File: src/rtl/ahb_spi_master.sv
// AHB-Lite zero-wait-state SPI master (CPOL=1, CPHA=1, 8-bit, MSB first)
// with CTRL/SS/DATA/STATUS registers and a level transfer-complete interrupt.
module ahb_spi_master #(
   parameter int         NUM_SS    = 2,
   parameter logic [7:0] DIV_RESET = 8'd3
) (
   input  logic              HCLK,
   input  logic              HRESETn,
   input  logic              HSEL,
   input  logic              HREADY,
   input  logic [31:0]       HADDR,
   input  logic [1:0]        HTRANS,
   input  logic              HWRITE,
   input  logic [2:0]        HSIZE,
   input  logic [31:0]       HWDATA,
   output logic [31:0]       HRDATA,
   output logic              HREADYOUT,
   input  logic              SPI_MISO_i,
   output logic              SPI_MOSI_o,
   output logic              SPI_CLK_o,
   output logic [NUM_SS-1:0] SPI_SS_o,
   output logic              spi_irq_o
);

   typedef enum logic [1:0] {IDLE = 2'd0, LOW = 2'd1, HIGH = 2'd2} state_t;

   state_t state_q, state_d;

   logic              ap_en;
   logic              dp_valid;
   logic              dp_write;
   logic [1:0]        dp_addr;
   logic              wr_ctrl, wr_ss, wr_data, wr_stat, rd_data;

   logic              en, irqen;
   logic [7:0]        div;
   logic [NUM_SS-1:0] ss;
   logic              busy, done, ovr;
   logic [7:0]        rxbyte;
   logic              mosi;
   logic [3:0]        bit_cnt;

   logic [7:0]        tx_shift, rx_shift;
   logic [7:0]        ph_cnt, div_lat;

   logic              start, abort, phase_end, rise, refall, finish;
   logic              unused;

   assign unused = ^{HSIZE, HADDR[31:4], HADDR[1:0], HTRANS[0], HWDATA[31:16]};

   assign ap_en   = HSEL & HREADY & HTRANS[1];
   assign wr_ctrl = dp_valid & dp_write & (dp_addr == 2'd0);
   assign wr_ss   = dp_valid & dp_write & (dp_addr == 2'd1);
   assign wr_data = dp_valid & dp_write & (dp_addr == 2'd2);
   assign wr_stat = dp_valid & dp_write & (dp_addr == 2'd3);
   assign rd_data = dp_valid & ~dp_write & (dp_addr == 2'd2);

   assign busy      = (state_q != IDLE);
   assign start     = wr_data & en & ~busy;
   // Clearing EN aborts in the cycle after the CTRL data phase, like a start.
   assign abort     = busy & (~en | (wr_ctrl & ~HWDATA[0]));
   assign phase_end = (ph_cnt == div_lat);

   always_comb begin
      state_d = state_q;
      case (state_q)
         IDLE:    if (start) state_d = LOW;
         LOW:     if (phase_end) state_d = HIGH;
         HIGH:    if (phase_end) state_d = (bit_cnt == 4'd8) ? IDLE : LOW;
         default: state_d = IDLE;
      endcase
      if (abort) state_d = IDLE;
   end

   assign rise   = (state_q == LOW) & (state_d == HIGH);
   assign refall = (state_q == HIGH) & (state_d == LOW);
   assign finish = (state_q == HIGH) & (state_d == IDLE) & ~abort;

   // Shift/phase datapath: DIV is sampled at each phase boundary.
   always_ff @(posedge HCLK) begin
      if (state_d != state_q) begin
         ph_cnt  <= 8'd0;
         div_lat <= div;
      end else begin
         ph_cnt  <= ph_cnt + 8'd1;
      end
      if (start)
         tx_shift <= HWDATA[7:0];
      else if (rise)
         tx_shift <= {tx_shift[6:0], 1'b0};
      if (rise)
         rx_shift <= {rx_shift[6:0], SPI_MISO_i};
   end

   always_ff @(posedge HCLK or negedge HRESETn) begin
      if (!HRESETn) begin
         dp_valid <= 1'b0;
         dp_write <= 1'b0;
         dp_addr  <= 2'd0;
         state_q  <= IDLE;
         en       <= 1'b0;
         irqen    <= 1'b0;
         div      <= DIV_RESET;
         ss       <= '1;
         done     <= 1'b0;
         ovr      <= 1'b0;
         rxbyte   <= 8'd0;
         mosi     <= 1'b1;
         bit_cnt  <= 4'd0;
      end else begin
         dp_valid <= ap_en;
         if (ap_en) begin
            dp_addr  <= HADDR[3:2];
            dp_write <= HWRITE;
         end
         state_q <= state_d;
         if (wr_ctrl) begin
            en    <= HWDATA[0];
            irqen <= HWDATA[1];
            div   <= HWDATA[15:8];
         end
         if (wr_ss)
            ss <= HWDATA[NUM_SS-1:0];
         if (start)
            bit_cnt <= 4'd0;
         else if (rise)
            bit_cnt <= bit_cnt + 4'd1;
         // MOSI is registered so it only moves on SCK falling edges.
         if (start)
            mosi <= HWDATA[7];
         else if (state_d == IDLE)
            mosi <= 1'b1;
         else if (refall)
            mosi <= tx_shift[7];
         if (finish)
            done <= 1'b1;
         else if (rd_data)
            done <= 1'b0;
         if (wr_data & busy)
            ovr <= 1'b1;
         else if (wr_stat & HWDATA[2])
            ovr <= 1'b0;
         if (finish)
            rxbyte <= rx_shift;
      end
   end

   always_comb begin
      HRDATA = 32'd0;
      if (dp_valid & ~dp_write) begin
         case (dp_addr)
            2'd0:    HRDATA = {16'd0, div, 6'd0, irqen, en};
            2'd1:    HRDATA = 32'(ss);
            2'd2:    HRDATA = {24'd0, rxbyte};
            default: HRDATA = {29'd0, ovr, done, busy};
         endcase
      end
   end

   assign HREADYOUT  = 1'b1;
   assign SPI_CLK_o  = (state_q != LOW);
   assign SPI_MOSI_o = mosi;
   assign SPI_SS_o   = ss;
   assign spi_irq_o  = done & irqen;

endmodule
File: config.mk
export PLATFORM = sky130hd
export DESIGN_NAME = ahb_spi_master
export DESIGN_NICKNAME = d
export VERILOG_FILES = /design/src/rtl/ahb_spi_master.sv
export SDC_FILE = /design/constraint.sdc
export NUM_CORES = 1
export LEC_CHECK = 0
export ABC_AREA = 1
export CORE_ASPECT_RATIO = 0.8
export CORE_MARGIN = 1
export CORE_UTILIZATION = 43
export CTS_CLUSTER_DIAMETER = 50
export CTS_CLUSTER_SIZE = 8
export DETAILED_ROUTE_END_ITERATION = 8
export PLACE_DENSITY_LB_ADDON = 0.05
export SYNTH_ARGS = -nofsm -noshare
export SYNTH_HDL_FRONTEND = slang
export SYNTH_SLANG_ARGS = --single-unit
File: constraint.sdc
create_clock -name HCLK -period 5.2 [get_ports HCLK]
set_input_delay 1.56 -clock HCLK [delete_from_list [all_inputs] [get_ports HCLK]]
set_output_delay 1.56 -clock HCLK [all_outputs]
set_load 0.02 [all_outputs]
* After elaboration in Yosys (flattened, before gate mapping)
Cells that the tools add are included.
** Operators by class
- Add/sub/neg operators :: 2
- Equality and inequality tests :: 11
- Multiplexer cells :: 19
- Bitwise logic cells :: 26
- Reductions and logical operators :: 8
** Operators by type and width (number)
- one-hot mux 16 bit (3 select lines) :: 1
- AND 1 bit :: 20
- two-way mux 16 bit :: 1
- two-way mux 8 bit :: 2
- adder 8 x 1 -> 8 bit (second input constant) :: 1
- == test 2 bit (second input constant) :: 4
- == test 8 bit :: 1
- two-way mux 1 bit :: 8
- two-way mux 2 bit :: 4
- two-way mux 4 bit :: 2
- nonzero test 2 bit :: 4
- == test 2 x 1 -> 1 bit (second input constant) :: 3
- logical NOT 2 bit :: 3
- one-hot mux 2 bit (3 select lines) :: 1
- inverter 1 bit :: 5
- adder 4 x 1 -> 4 bit (second input constant) :: 1
- == test 4 bit (second input constant) :: 1
- nonzero test 3 bit :: 1
- != test 2 x 1 -> 1 bit (second input constant) :: 1
- != test 2 bit :: 1
- OR 1 bit :: 1
** Word-level totals
- Bits in registers :: 65
- Bits of input ports :: 75
- Output and inout bits :: 38
- Word-level logic and storage cells :: 83

* Depth between registers and ports, before layout
- Word-level depth :: 12
- Depth in mapped cells :: 15
- Gate-level depth less buffers :: 15

* Least setup slack after synthesis
Ideal clock, no wire load.
- Kind :: register to output
- Start :: register dp_addr[0]
- End :: output HRDATA[1]
- Data arrival time :: 1.381 ns
- Data required time :: 3.640 ns
- Slack :: 2.259 ns
- Stages on the path, launching flop included :: 5
- Buffers on the path :: 1
- Cells stage by stage :: dfrtp_1 nor2_1 clkbuf_1 nand2_1 a41oi_1
** Between the ends
- Word-level cells in the longest chain between the ends :: 3
- Elaborated cells between the ends (all ways) :: 5
- Those cells by class :: 2 x eq/ne; 2 x mux; 1 x reduce/logical
** RTL lines
- start: declaration :: line 32 : logic [1:0] dp_addr;
- start signal: assignment :: line 113 : dp_addr <= HADDR[3:2];
- == test 2 bit (tied with other cells) :: line 151 : case (dp_addr)
- one-hot mux 16 bit (3 select lines) * :: line 151
- two-way mux 16 bit * :: line 150 : if (dp_valid & ~dp_write) begin
- end: declaration :: line 16 : output logic [31:0] HRDATA,
Every way passes the cells marked *; elsewhere a longest branch is shown, timed or not.

* Worst setup path in the final report
Ends and elaborated chain as after synthesis.

==> reports/results.txt <==
The final sum of negative setup slack was 0 ns. The tools report the cell at the root of the clock tree as clkbuf_8. Routability-driven placement finished with a final weighted congestion of 0.803.

The largest buffer count on any clock path is 2. Launching instance or port of the critical path: dp_addr[0]. STA puts the critical path data required time at 3.64 ns. The cell taking the most area after synthesis was edfxtp_1. The critical path buffer and inverter count is 1. The total via count after detailed routing was 2,219.

The largest single stage delay on the critical path is 0.65 ns. The type of origin of the critical path was a register. The final count of pins violating max slew came out at 0.

The placed cell count was 473. The starting utilization of the core area was 0.453; the number of synthesized flops with an enable pin was 24. Max-cap violations in this run came to 0. The standard cell with the maximum stage delay on the critical path was clkdlybuf4s50_1.

Across all register-to-register paths, the minimum setup slack is 2.55 ns. For the worst-skew pair, the clock arrives at the later sink with an insertion delay of 0.34 ns. The top cell type's share of synthesized area was 0.226; the global-route wire length before repair was 9900 um. Pin placement for this block handled 113 I/O pins. For this run, the number of Yosys warnings is 0. The ratio of routed vias to standard cells was 4.54.

The critical path crosses 4 cells after its start point. The die covers 7750 um^2. Clock-pin slew was measured on the worst setup and hold paths at 0.06 ns. The quantity of gates resized following cts came out at 0. The kind of critical path was register to output pin. The final reports fail on DRC. STA classifies the critical path endpoint as an output pin. The setup skew after layout is 0.00883 ns, and the number of DRC markers in iteration 0 is 67. The run finished, with violations left. The worst hold path belongs to the class register to register. The placed instances occupy a cell area of 3650 um^2. The power per standard cell area works out to 439 nW/um^2. For the iteration count of the initial detailed-routing pass, the log shows 8. The HPWL after detailed placement is 4210 um. In the layout the commonest cells are nand2_1 (100), clkdlybuf4s50_1 (45), inv_1 (44), nor2_1 (30), dfrtp_1 (28). The clock period could shrink to 3.99 ns. The async set or reset register ratio after synthesis was 0.508; the routed wirelength normalized by instance count was 12.0 um. The proportion of synthesized chip area in sequential cells is 0.538, and the share of the clock period used by the worst path after layout is 0.768. Counting flops and latches in the post-synthesis netlist gives 65. On the critical path the largest part of the delay comes from simple AND/OR/NAND/NOR gates. Walking the worst path, the cells encountered are nor2_1, nand2_1, a41oi_1, clkdlybuf4s50_1.

For the leftover overflow at the end of global routing, the log shows 0. During placement, the flow inserted port buffers numbering 45. The run gives 2,032 as the via count of the first global-routing pass.

The maximum VDD drop is 219 uV, and the number of antenna violations at the first check in global routing is 0. For the global routing usage summed across all routing layers, the log shows 0.170. The tools report the post-detailed-routing wire length as 5870 um. After clock tree synthesis, the flow added hold-fix buffers numbering 0. The tools report the sink count of the clock tree as 65.

The logs give 0 for the count of endpoints failing hold in the final timing report and 0 for the setup violation total in the final timing report. Timing would allow up to 250 MHz. The library cell used most frequently in the layout, excluding fill and tap cells, is nand2_1. Overall die width: 98.2 um. The finished layout holds 489 standard cells, fillers aside.

The critical register-to-register path startpoint is dp_addr[0]. The tools report the worst reg2reg path endpoint as div_lat[4]. The post-synthesis instance area was 3180 um^2.

Relative to the synthesized area, the layout overhead comes to 22.7%. After floorplanning, the core was divided into 27 placement rows. Setup repair after global routing left no endpoint under its margin. Counting cells, the worst reg-to-reg path comes to 9. The count of antenna-violating nets left after detailed routing was 0; the share of layout cells above drive strength 1 was 0.159.

The tools report the number of antenna repair diodes as 0. Entering global routing, the biggest net connects 34 pins. Following the worst setup path forward leads to its endpoint at HRDATA[1]. For the pin with the worst max-slew slack, the measured transition is 0.730 ns.

The floorplan step set the die height to 79.0 um. By area the synthesized netlist is led by edfxtp_1 (23%), dfrtp_1 (22%), nand2_1 (12%), inv_1 (5.2%), dfxtp_1 (5.0%). TritonCTS built the clock tree. The H-tree was split into 3 levels. Dividing the synthesized area by the synthesized cell count gives 9.17 um^2. In this run the standard cell core region covers 7030 um^2.

Summing all non-filler instances in the final layout gives an area of 3910 um^2. The tools report the number of library cell types mapped by synthesis as 36. Counting the buffers created by CTS gives 9. Maximum fanout encountered on the critical timing path: 11. The arrival time of data at the critical path endpoint was 2.43 ns. Post-CTS timing repair inserted 0 buffers for setup. For this run, the leading register cell type out of synthesis is dfrtp_1. Synthesis produced 347 cells. For this design the static power due to leakage is 1.74 nW. The DRC violation count after routing was 3. The run gives 0.511 as the headroom to the max-slew limit. The net count of the finished layout is 475.
-- routing by layer --
metal | share of wire | GRT usage | vias up | wire length [um]
li1 | - | - | 1156 | -
met1 | 0.52 | 0.235 | 1004 | 3030
met2 | 0.42 | 0.254 | 54 | 2480
met3 | 0.051 | 0.0546 | 5 | 300
met4 | 0.0099 | 0.0493 | 0 | 58
met5 | 0 | 0 | - | 0
-- registers in the layout, summed over array words and instances, names as in the netlist --
register	flops
SPI_MOSI_o	1
SPI_SS_o	2
bit_cnt	4
div	8
div_lat	8
done	1
dp_addr	2
dp_valid	1
dp_write	1
en	1
irqen	1
ovr	1
ph_cnt	8
rx_shift	8
rxbyte	8
state_q	2
tx_shift	8
-- layout make-up --
cell class	count	area (um^2)
Multi-Input combinational cell	226	1190
Inverter	49	185
Clock buffer	11	151
Sequential cell	65	1710
Timing Repair Buffer	46	458
Clock inverter	5	101
Fill cell	647	3120
Tap cell	87	109
-- power breakdown --
| group | switching (mW) | total, mW | internal, mW |
|---|---|---|---|
| logic | 0.257 | 0.426 | 0.169 |
| registers | 0.0936 | 0.762 | 0.668 |
| clock network | 0.185 | 0.528 | 0.343 |
| total | 0.536 | 1.72 | 1.18 |
-- how the worst min path moves through the flow --
stage | depth (start not counted) | end | from
final | 0 | rx_shift[3] | rx_shift[2]
after global routing | 0 | rx_shift[3] | rx_shift[2]
after CTS | 0 | rx_shift[3] | rx_shift[2]
after detailed placement | 0 | rx_shift[7] | rx_shift[6]
after global placement | 0 | rx_shift[2] | rx_shift[1]
after floorplan | 0 | rx_shift[1] | rx_shift[0]
-- cells in the mapped netlist, types with 2 or more instances --
cell type	n
buf_4	17
inv_2	4
nand3_2	2
nand3_4	3
o21ai_2	8
nor2_1	30
xnor2_1	3
dfstp_2	5
edfxtp_1	24
ha_1	3
nor2_4	3
a21oi_1	3
dfxtp_1	8
inv_1	44
mux2_2	8
nand3_1	12
dfrtp_1	28
o21ai_0	13
a21oi_2	2
nand2_2	6
conb_1	2
nand2_1	100
clkbuf_1	4
nor3_2	3
-- cell families after synthesis --
family          after synthesis  synth area share
simple gates                164             0.236
buf+inv                      71             0.107
flops                        65             0.538
compound gates               30            0.0656
mux                           8            0.0283
xor+xnor                      4            0.0110
fa+ha+maj                     3            0.0118
other cells                   2           0.00236
-- through the flow --
| step | util | setup WS (ns) | hold WS, ns | total power [mW] |
|---|---|---|---|---|
| after floorplan | - | 2.26 | 0.426 | 1.07 |
| after global placement | 0.520 | 1.59 | 0.433 | 1.19 |
| after CTS | 0.556 | 1.20 | 0.451 | 1.74 |
| after detailed placement | 0.520 | 1.60 | 0.436 | 1.20 |
| final | 0.556 | 1.21 | 0.451 | 1.72 |
| after global routing | 0.556 | 1.02 | 0.457 | 1.84 |
Power figures use the tool's default switching activity.
